### config.mk
export PLATFORM = sky130hd
export DESIGN_NAME = spi_flash_ctrl
export DESIGN_NICKNAME = d
export VERILOG_FILES = /design/src/rtl/spi_flash_ctrl.sv
export SDC_FILE = /design/constraint.sdc
export NUM_CORES = 1
export LEC_CHECK = 0
export BUFFER_PORTS_ARGS = -buffer_cell sky130_fd_sc_hd__buf_2
export CAP_MARGIN = 10
export CORE_ASPECT_RATIO = 0.5
export CORE_UTILIZATION = 28
export DETAILED_ROUTE_END_ITERATION = 6
export GPL_ROUTABILITY_DRIVEN = 0
export HOLD_SLACK_MARGIN = 0.02
export PLACE_DENSITY = 0.5
export SLEW_MARGIN = 20
export SYNTH_ARGS = -nofsm -noshare
export SYNTH_HDL_FRONTEND = slang
export SYNTH_SLANG_ARGS = --single-unit
### constraint.sdc
create_clock -name i_clk -period 1.87 [get_ports i_clk]
set_input_delay 0.187 -clock i_clk [delete_from_list [all_inputs] [get_ports i_clk]]
set_output_delay 0.187 -clock i_clk [all_outputs]
set_load 0.01 [all_outputs]
### src/rtl/spi_flash_ctrl.sv
// Memory-mapped SPI mode-0 master for the j1 flash pins.
// Optional flash auto-read/stream sequencer: define SPI_FLASH_AUTOREAD_EN.
module spi_flash_ctrl #(
    parameter int          HALF   = 2,
    parameter logic [7:0]  RD_CMD = 8'h03
) (
    input  logic        i_clk,
    input  logic        i_reset,
    input  logic        i_sel,
    input  logic        i_io_rd,
    input  logic        i_io_wr,
    input  logic [1:0]  i_addr,
    input  logic [15:0] i_din,
    output logic [15:0] o_dout,
    output logic        o_spi_sck,
    output logic        o_spi_mosi,
    input  logic        i_spi_miso,
    output logic        o_spi_cs_n,
    output logic        o_busy
);
    localparam int DW = (HALF > 1) ? $clog2(HALF) : 1;

    typedef enum logic [1:0] {S_IDLE, S_LOW, S_HIGH} state_t;
    state_t r_state, w_next;

    logic [DW-1:0] r_div;
    logic [2:0]    r_bit;
    logic [7:0]    r_tx, r_rxsh, r_rx;
    logic          r_rx_valid, r_ovr, r_cs, r_cs_pend, r_cs_hold;
    logic          w_wr, w_rd, w_busy, w_half_end, w_done;
    logic          w_data_wr, w_ctrl_wr, w_data_rd;
    logic          w_launch, w_keep, w_kill_data, w_stream;
    logic [7:0]    w_launch_byte;
    logic [15:0]   w_ahi_rd, w_alo_rd;

    assign w_wr       = i_sel & i_io_wr;
    assign w_rd       = i_sel & i_io_rd;
    assign w_data_wr  = w_wr && (i_addr == 2'd0);
    assign w_ctrl_wr  = w_wr && (i_addr == 2'd1);
    assign w_data_rd  = w_rd && (i_addr == 2'd0);
    assign w_busy     = (r_state != S_IDLE);
    assign w_half_end = (r_div == DW'(HALF - 1));
    assign w_done     = (r_state == S_HIGH) && w_half_end && (r_bit == 3'd7);

`ifdef SPI_FLASH_AUTOREAD_EN
    logic [7:0]  r_ahi;
    logic [15:0] r_alo;
    logic        r_stream, r_go;
    logic [2:0]  r_phase;
    logic        w_alo_start, w_kill;
    logic [7:0]  w_auto_tx;

    assign w_alo_start = w_wr && (i_addr == 2'd3) && !w_busy;
    assign w_kill      = r_stream && (w_data_wr || (w_ctrl_wr && !i_din[0]));
    assign w_kill_data = r_stream && w_data_wr;
    assign w_stream    = r_stream;
    assign w_keep      = !(r_stream && (r_phase != 3'd4));
    assign w_ahi_rd    = {8'd0, r_ahi};
    assign w_alo_rd    = r_alo;
    assign w_launch    = !w_busy && (w_data_wr || w_alo_start || r_go);

    always_comb begin
        w_auto_tx = 8'h00;
        unique case (r_phase)
            3'd1:    w_auto_tx = r_ahi;
            3'd2:    w_auto_tx = r_alo[15:8];
            3'd3:    w_auto_tx = r_alo[7:0];
            default: w_auto_tx = 8'h00;
        endcase
    end

    assign w_launch_byte = w_data_wr   ? i_din[7:0] :
                           w_alo_start ? RD_CMD     : w_auto_tx;

    // Header bytes chain automatically; the data byte after them is kept.
    always_ff @(posedge i_clk) begin
        if (i_reset) begin
            r_ahi    <= '0;
            r_alo    <= '0;
            r_stream <= 1'b0;
            r_go     <= 1'b0;
            r_phase  <= '0;
        end else begin
            if (w_wr && (i_addr == 2'd2) && !w_busy)
                r_ahi <= i_din[7:0];
            if (w_alo_start) begin
                r_alo    <= i_din;
                r_stream <= 1'b1;
                r_phase  <= 3'd0;
            end
            if (w_launch)
                r_go <= 1'b0;
            if (w_done && r_stream && (r_phase != 3'd4)) begin
                r_phase <= r_phase + 3'd1;
                r_go    <= 1'b1;
            end
            if (w_data_rd && r_stream && (r_phase == 3'd4) && r_rx_valid)
                r_go <= 1'b1;
            if (w_kill) begin
                r_stream <= 1'b0;
                r_go     <= 1'b0;
            end
        end
    end
`else
    logic w_unused_din;
    assign w_unused_din  = ^{i_din[14:8], RD_CMD};
    assign w_kill_data   = 1'b0;
    assign w_stream      = 1'b0;
    assign w_keep        = 1'b1;
    assign w_ahi_rd      = '0;
    assign w_alo_rd      = '0;
    assign w_launch      = !w_busy && w_data_wr;
    assign w_launch_byte = i_din[7:0];
`endif

    always_ff @(posedge i_clk) begin
        if (i_reset) r_state <= S_IDLE;
        else         r_state <= w_next;
    end

    always_comb begin
        w_next = r_state;
        unique case (r_state)
            S_IDLE:  if (w_launch) w_next = S_LOW;
            S_LOW:   if (w_half_end) w_next = S_HIGH;
            S_HIGH:  if (w_half_end)
                         w_next = (r_bit == 3'd7) ? S_IDLE : S_LOW;
            default: w_next = S_IDLE;
        endcase
    end

    always_ff @(posedge i_clk) begin
        if (i_reset) begin
            r_div      <= '0;
            r_bit      <= '0;
            r_tx       <= '0;
            r_rxsh     <= '0;
            r_rx       <= '0;
            r_rx_valid <= 1'b0;
            r_ovr      <= 1'b0;
            r_cs       <= 1'b0;
            r_cs_pend  <= 1'b0;
            r_cs_hold  <= 1'b0;
        end else begin
            r_div <= (w_busy && !w_half_end) ? r_div + DW'(1) : '0;
            if (w_launch) begin
                r_tx  <= w_launch_byte;
                r_bit <= 3'd0;
            end
            if ((r_state == S_LOW) && w_half_end)
                r_rxsh <= {r_rxsh[6:0], i_spi_miso};
            if ((r_state == S_HIGH) && w_half_end && (r_bit != 3'd7)) begin
                r_tx  <= {r_tx[6:0], 1'b0};
                r_bit <= r_bit + 3'd1;
            end
            if (w_data_rd)
                r_rx_valid <= 1'b0;
            if (w_done && w_keep) begin
                r_rx       <= r_rxsh;
                r_rx_valid <= 1'b1;
            end
            if (w_ctrl_wr && i_din[15])
                r_ovr <= 1'b0;
            if (w_busy && w_data_wr)
                r_ovr <= 1'b1;
            // cs changes requested mid-byte take effect as the byte ends
            if (w_done) begin
                r_cs_hold <= 1'b0;
                if (w_ctrl_wr)      r_cs <= i_din[0];
                else if (r_cs_hold) r_cs <= r_cs_pend;
            end else if (w_ctrl_wr) begin
                if (w_busy) begin
                    r_cs_pend <= i_din[0];
                    r_cs_hold <= 1'b1;
                end else begin
                    r_cs <= i_din[0];
                end
            end
`ifdef SPI_FLASH_AUTOREAD_EN
            if (w_alo_start)
                r_cs <= 1'b1;
`endif
            if (w_kill_data) begin
                if (w_done) begin
                    r_cs <= 1'b0;
                end else begin
                    r_cs_pend <= 1'b0;
                    r_cs_hold <= 1'b1;
                end
            end
        end
    end

    always_comb begin
        o_dout = '0;
        if (i_sel) begin
            unique case (i_addr)
                2'd0: o_dout = {8'd0, r_rx};
                2'd1: o_dout = {11'd0, w_stream, r_cs, r_ovr,
                                r_rx_valid, w_busy};
                2'd2: o_dout = w_ahi_rd;
                2'd3: o_dout = w_alo_rd;
            endcase
        end
    end

    assign o_spi_sck  = (r_state == S_HIGH);
    assign o_spi_mosi = r_tx[7];
    assign o_spi_cs_n = ~r_cs;
    assign o_busy     = w_busy;
endmodule

== Word level (Yosys, flattened, before mapping) ==
Index checks and enable logic that the tools add are counted.
Storage, ports and cells
  flip-flop bits (word level): 35
  input bits: 24
  output and inout port bits: 20
  logic and storage cells: 79
Cells by class
  add/subtract/negate cells: 2
  equal/unequal tests: 11
  mux-type cells: 20
  bitwise logic cells: 5
  reductions and logical operators: 29
Operators by type and width (count)
  $pmux 16 s3: 1
  $mux 16: 1
  $mux 8: 2
  $reduce_bool 2->1: 6
  $logic_and 1x1->1: 11
  $mux 1: 10
  $reduce_and 3->1: 3
  $reduce_or 2->1: 4
  $eq 2x2->1 const B: 3
  $mux 2: 3
  $mux 3: 2
  $pmux 2 s3: 1
  $eq 2x1->1 const B: 2
  $logic_not 2->1: 2
  $ne 2x1->1 const B: 2
  $ne 2x2->1 const B: 2
  $add 3x1->3 const B: 1
  $eq 3x3->1 const B: 1
  $ne 3x3->1 const B: 1
  $not 1->1: 3
  $and 1x1->1: 2
  $logic_not 1->1: 2
  $reduce_and 2->1: 1
  $add 1x1->1 const B: 1

== Longest topological paths before layout ==
Gate-level depths: netlist (run 1).
  depth in word-level cells: 5
  depth in mapped cells: 6
  mapped depth without buffers: 6

== Worst setup path before layout (run 1) ==
OpenSTA, ideal clock, no wires.
  kind: register to register
  start point: reg r_bit[0]
  end point: reg r_cs_pend
  library setup time: 128 ps
  arrival: 1339 ps
  required time: 1742 ps
  setup slack: 404 ps
  stages on the path, launching flop included: 7
  buffers on the path: 0
  period minus slack after synthesis: 1466 ps
  path through: dfxtp_1 -> ha_1 -> ha_1 -> and4b_1 -> nor3_1 -> mux2i_1 -> nor2_1
On the way
  longest elaborated chain between the ends: 4
Ends and longest elaborated chain
  start: declaration: line 27  | logic [2:0] r_bit;
  start signal: assignment: line 155  | r_bit <= r_bit + 3'd1;
  $eq 3x3->1: line 43  | assign w_done = (r_state == S_HIGH) && w_half_end && (r_bit == 3'd7);
  $logic_and 1x1->1: line 43
  $not 1->1 (no source line)
  $reduce_and 3->1 (no source line)
  end signal: assignment: line 174  | r_cs_pend <= i_din[0];
  end: declaration: line 29  | logic r_rx_valid, r_ovr, r_cs, r_cs_pend, r_cs_hold;
No other way between the ends.
A chain may end at the register's enable or synchronous reset.

== Final worst setup path (run 1) ==
  start point: reg r_bit[0]
  end point: reg r_tx[7]
On the way
  longest elaborated chain between the ends: 3
  elaborated cells between the ends (all ways): 4
  those cells by class: eq/ne (1); mux (1); reduce/logical (2)
Ends and longest elaborated chain
  $ne 3x3->1 *: line 153  | if ((r_state == S_HIGH) && w_half_end && (r_bit != 3'd7)) begin
  $logic_and 1x1->1 *: line 153
  $mux 8 or $reduce_bool 2->1 (tied branches)
  end signal: assignment: line 148  | r_tx <= w_launch_byte;
  end signal: assignment: line 154  | r_tx <= {r_tx[6:0], 1'b0};
  end: declaration: line 28  | logic [7:0] r_tx, r_rxsh, r_rx;
Mark *: on every way between the ends. The rest lies on a longest branch, timed or not.

==> results of run 1 <==
## metal layers
metal	routed length, µm	part of all wire
met1	1740	0.52
met2	1430	0.43
met3	144	0.043
met4	34	0.010
met5	0	0
## stage by stage
stage,util,power (mW),hold WS (ps)
3_3_place_gp,0.324,0.862,424
5_1_grt,0.349,1.72,166
6_report,0.349,1.64,143
3_5_place_dp,0.324,0.863,433
2_1_floorplan,-,0.845,331
4_1_cts,0.349,1.66,146
## critical path, stage by stage, from the launching register on
cell     delay (ps)
dfxtp_1         320
ha_1            200
ha_1            230
and3b_1         450
nor3_1           80
nor4_1          240
## cell type report
| class | count | area [µm²] | share of cell area |
|---|---|---|---|
| Clock buffer | 7 | 133 | 0.0689 |
| Timing Repair Buffer | 32 | 170 | 0.0884 |
| Sequential cell | 35 | 701 | 0.364 |
| Clock inverter | 1 | 5.00 | 0.00260 |
| Multi-Input combinational cell | 139 | 813 | 0.423 |
| Tap cell | 73 | 91.3 | 0.0475 |
| Inverter | 3 | 11.3 | 0.00585 |
## cell usage in the layout (no fill, tap or decap), types with 5 or more instances in the layout
master	netlist	final
dfxtp_1	35	35
nor2_1	33	33
buf_2	5	28
nand2_1	18	18
a21oi_1	14	14
mux2i_1	13	13
nor3_1	11	11
nor4_1	8	8
conb_1	1	8
and2_1	5	5
clkbuf_16	0	5
## power groups by stage
stage | logic, mW | registers, mW | clock network, mW
CTS | 0.0856 | 0.761 | 0.815
finish | 0.0846 | 0.762 | 0.790
global placement | 0.0846 | 0.777 | 0
floorplan | 0.0693 | 0.775 | 0
global route | 0.0957 | 0.762 | 0.858
detailed placement | 0.0856 | 0.777 | 0
## path summary, 6_finish.rpt
path                    end        from  slack (ps)  cells after the start
hold / removal    r_rxsh[0]  i_spi_miso         140                      3
setup reg to reg    r_tx[7]    r_bit[0]         250                      5
setup / recovery    r_tx[7]    r_bit[0]         250                      5
hold reg to reg     r_rx[3]     r_rx[3]         460                      2
## cells in the mapped netlist, types with 2 or more instances
library cell / instances / area share
clkbuf_1: 4 / 0.0093
nand2_1: 18 / 0.042
nand3b_1: 2 / 0.0093
ha_1: 2 / 0.015
o21ai_0: 2 / 0.0062
mux2i_1: 13 / 0.080
buf_2: 5 / 0.015
nor3_1: 11 / 0.034
nand3_1: 3 / 0.0093
inv_1: 2 / 0.0046
nor2_1: 33 / 0.077
and2_1: 5 / 0.019
dfxtp_1: 35 / 0.43
nand2b_1: 3 / 0.012
a21oi_1: 14 / 0.043
nor4_1: 8 / 0.031
a211oi_1: 2 / 0.0093
buf_4: 9 / 0.042
## cells by family after synthesis
kind of cell | Yosys count
buffers and inverters | 22
multiplexers | 13
flip-flops | 35
AND/OR/NAND/NOR | 92
adder cells (fa/ha/maj) | 2
AO/OA/AOI/OAI | 24
other | 1
## registers in the layout (all words and copies together), names as in the netlist
name / flops
r_rx: 8
r_rxsh: 8
r_tx: 8
r_bit: 3
r_state: 2
r_cs: 1
r_cs_hold: 1
r_cs_pend: 1
r_div: 1
r_ovr: 1
r_rx_valid: 1
==> results.cfg, run 1 <==
[clock_network]
cts_setup_buffers = 0
clkSlewWorstSetupHoldPaths_ps = 50
htreeDepth = 2
numCtsBuffers = 5
cts_max_path_buffers = 2
hold_buffers = 0
cts_sinks = 35
cts_tree = yes
clock_latency_ps = 280
clockRootBuffer = clkbuf_16
cts_resized = 0

[route]
vias_per_cell = 4.51
first_iter_violations = 26
drt_wl_total_um = 3340
via_count = 1308
drc_errors = 0
ant_nets = 0
routedWlPerCell_um = 11.5
drtPass1Iterations = 4

[global_routing]
grt_pass1_wl_um = 5750
grt_overflow = 0
globalRouteTotalUtil = 0.122
grt_max_degree = 25
grt_util_met2 = 0.181
gr-max-usage-layer = met2
met3_usage = 0.0468
antenna_found_initial = 0
first_global_vias = 1261
met1_usage = 0.161

[layout]
fin_cells = 290
drive_above_1_share = 0.217
fill_cells = 594
n_antenna_cell = 0
syn2layout_area_growth_pct = 18.9
finish.instance_area_um2 = 1920
nNetsFinal = 242

[yosys]
synth-adder-area-share = 0.0155
synth_enable_flop_cells = 0
synth_cells = 189
synth_top_family_by_area = simple AND/OR/NAND/NOR gates
synth_warnings = 0
synth_seq_cells = 35
synth-compound-area-share = 0.0967
ys_types = 36
synth.yosys.seq_area_share = 0.433
yosys.area_share.simple = 0.292
synth_area_um2 = 1620
synth_xor_area_frac = 0
muxShareOfSynthArea = 0.0804
ys.flop_type = dfxtp_1
avgSynthCellArea_um2 = 8.56
ys_async_sr_fraction = 0

[setup_path]
critPathArrivalTime_ps = 1800
critPathKind = reg -> reg
cp-end-kind = register
critPathMaxFanout = 10
setup.worst_path.start_class = register
crit_required_ps = 2050

[timing]
period_needed_ps = 1620
setup_tns_ps = 0
fin_worst_skew_ps = 3.11
finalSetupViolCount = 0
period_share = 0.867
rsz0062_at_grt = false
setup_ws_ps = 249
max_freq_ghz = 0.617
finalHoldViolCount = 0
slew_violations = 0

[placement]
dpl_cell_area_um2 = 1790
io_buffers = 28
place_ws_ps = 238
dpl.cell_count = 282
dp_hpwl_um = 2360

[floorplanning]
num_io_pins = 44
die_x_um = 109
die_y_um = 55.8
die-area_um2 = 6100
start_util = 0.293
core_um2 = 5520
rows = 19

[pwr]
p_sw_frac = 0.218
p_int_mw = 1.28
vdd_drop_max_uv = 388
p_switching_uw = 357
power.density_nw_per_um2 = 850
p_clk_frac = 0.483
p_leak_nw = 0.855
power_frac_seq = 0.466
p_comb_frac = 0.052

[min_path]
hp-class = in -> reg

[run]
drv_cap = 0

[status]
status = finished, final reports clean
No activity file was read; power rests on OpenSTA's default activity.
==> run 2: changes to the inputs <==
--- a/config.mk
+++ b/config.mk
@@ -7,12 +7,14 @@
 export LEC_CHECK = 0
 export BUFFER_PORTS_ARGS = -buffer_cell sky130_fd_sc_hd__buf_2
 export CAP_MARGIN = 10
+export CELL_PAD_IN_SITES_DETAIL_PLACEMENT = 0
+export CELL_PAD_IN_SITES_GLOBAL_PLACEMENT = 1
 export CORE_ASPECT_RATIO = 0.5
 export CORE_UTILIZATION = 28
 export DETAILED_ROUTE_END_ITERATION = 6
 export GPL_ROUTABILITY_DRIVEN = 0
 export HOLD_SLACK_MARGIN = 0.02
-export PLACE_DENSITY = 0.5
+export PLACE_DENSITY = 0.63
 export SLEW_MARGIN = 20
 export SYNTH_ARGS = -nofsm -noshare
 export SYNTH_HDL_FRONTEND = slang
==> results.cfg, run 2 (synthesis results as in run 1) <==
[status]
status = finished, final reports clean

[global_routing]
met1_usage = 0.152
met3_usage = 0.0457
grt_pass1_wl_um = 5470
first_global_vias = 1225
grt_util_met2 = 0.179
gr-max-usage-layer = met2
antenna_found_initial = 0
grt_max_degree = 20
globalRouteTotalUtil = 0.116
grt_overflow = 0

[setup_path]
setup.worst_path.start_class = register
slowest_delay_ps = 460
crit_required_ps = 2050
critPathArrivalTime_ps = 1810
cp_common_cell = ha_1
slowest_stage = and3b_1
critPathKind = reg -> reg
cp-end-kind = register
critPathMaxFanout = 10
path_cells = ha_1 -> ha_1 -> and3b_1 -> nor3_1 -> nor4_1

[clock_network]
cts_max_path_buffers = 2
clkSlewWorstSetupHoldPaths_ps = 60
cts_sinks = 35
clock_latency_ps = 280
hold_buffers = 0
clockRootBuffer = clkbuf_16
cts_tree = yes
cts_setup_buffers = 0
cts_resized = 0
numCtsBuffers = 5
htreeDepth = 2

[timing]
finalHoldViolCount = 0
worst_pin_slew_ps = 543
period_share = 0.871
finalSetupViolCount = 0
rsz0062_at_grt = false
setup_tns_ps = 0
slew_violations = 0
max_freq_ghz = 0.614
period_needed_ps = 1630
maxSlewHeadroom = 0.637
fin_worst_skew_ps = 4.97

[layout]
nNetsFinal = 243
n_antenna_cell = 0
syn2layout_area_growth_pct = 20.1
drive_above_1_share = 0.229
reg.largest.list = r_rx (8), r_rxsh (8), r_tx (8)
final_common_cell = dfxtp_1
fin_cells = 291
finish.instance_area_um2 = 1940
final_cell_mix = dfxtp_1, nor2_1, buf_2

[placement]
dpl_cell_area_um2 = 1790
dpl.cell_count = 283
dp_hpwl_um = 2390
io_buffers = 28

[floorplanning]
core_um2 = 5520
die_y_um = 55.8
die_x_um = 109
rows = 19
die-area_um2 = 6100
num_io_pins = 44
start_util = 0.293

[pwr]
power.density_nw_per_um2 = 860
vdd_drop_max_uv = 346
p_leak_nw = 0.858
power.total_mw = 1.67

[run]
drv_cap = 0

[route]
first_iter_violations = 37
routedWlPerCell_um = 11.0
via_count = 1311
drt_wl_total_um = 3220
ant_nets = 0
vias_per_cell = 4.51
drtPass1Iterations = 6
drc_errors = 0

[min_path]
hp-class = in -> reg
run 2: cell type report:
cell class	count	area, µm²
Inverter	3	11.3
Multi-Input combinational cell	139	813
Clock buffer	5	125
Timing Repair Buffer	33	178
Fill cell	589	3570
Clock inverter	3	23.8
Tap cell	73	91.3
Sequential cell	35	701
run 2: critical path: cells and delay by family, from the launching register on:
family / cells / cell delay [ps]
flops: 1 / 320
fa+ha+maj: 2 / 440
simple gates: 3 / 770
run 2: routing by layer:
metal / wire length [µm] / vias to the layer above / share of wire
li1: - / 683 / -
met3: 122 / 0 / 0.038
met5: 0 / - / 0
met2: 1390 / 27 / 0.43
met4: 0 / 0 / 0
met1: 1700 / 601 / 0.53
run 2: final timing paths:
| kind | end | startpoint | slack, ps | cells past startpoint |
|---|---|---|---|---|
| max | r_tx[7] | r_bit[0] | 240 | 5 |
| min | r_rxsh[0] | i_spi_miso | 150 | 3 |
| max reg2reg | r_tx[7] | r_bit[0] | 240 | 5 |
| min reg2reg | r_rx[4] | r_rx[4] | 450 | 2 |
run 2: power breakdown:
part	internal (mW)	total, mW	switching [mW]
logic	0.0342	0.0851	0.0509
registers	0.754	0.761	0.00661
clock network	0.497	0.825	0.328
run 2: stage by stage:
| stage | util | setup WS [ps] | hold WS, ps |
|---|---|---|---|
| after CTS | 0.352 | 214 | 146 |
| after global routing | 0.352 | 37.3 | 176 |
| after floorplan | - | 404 | 331 |
| after global placement | 0.325 | 279 | 423 |
| final | 0.352 | 242 | 148 |
| after detailed placement | 0.325 | 216 | 436 |
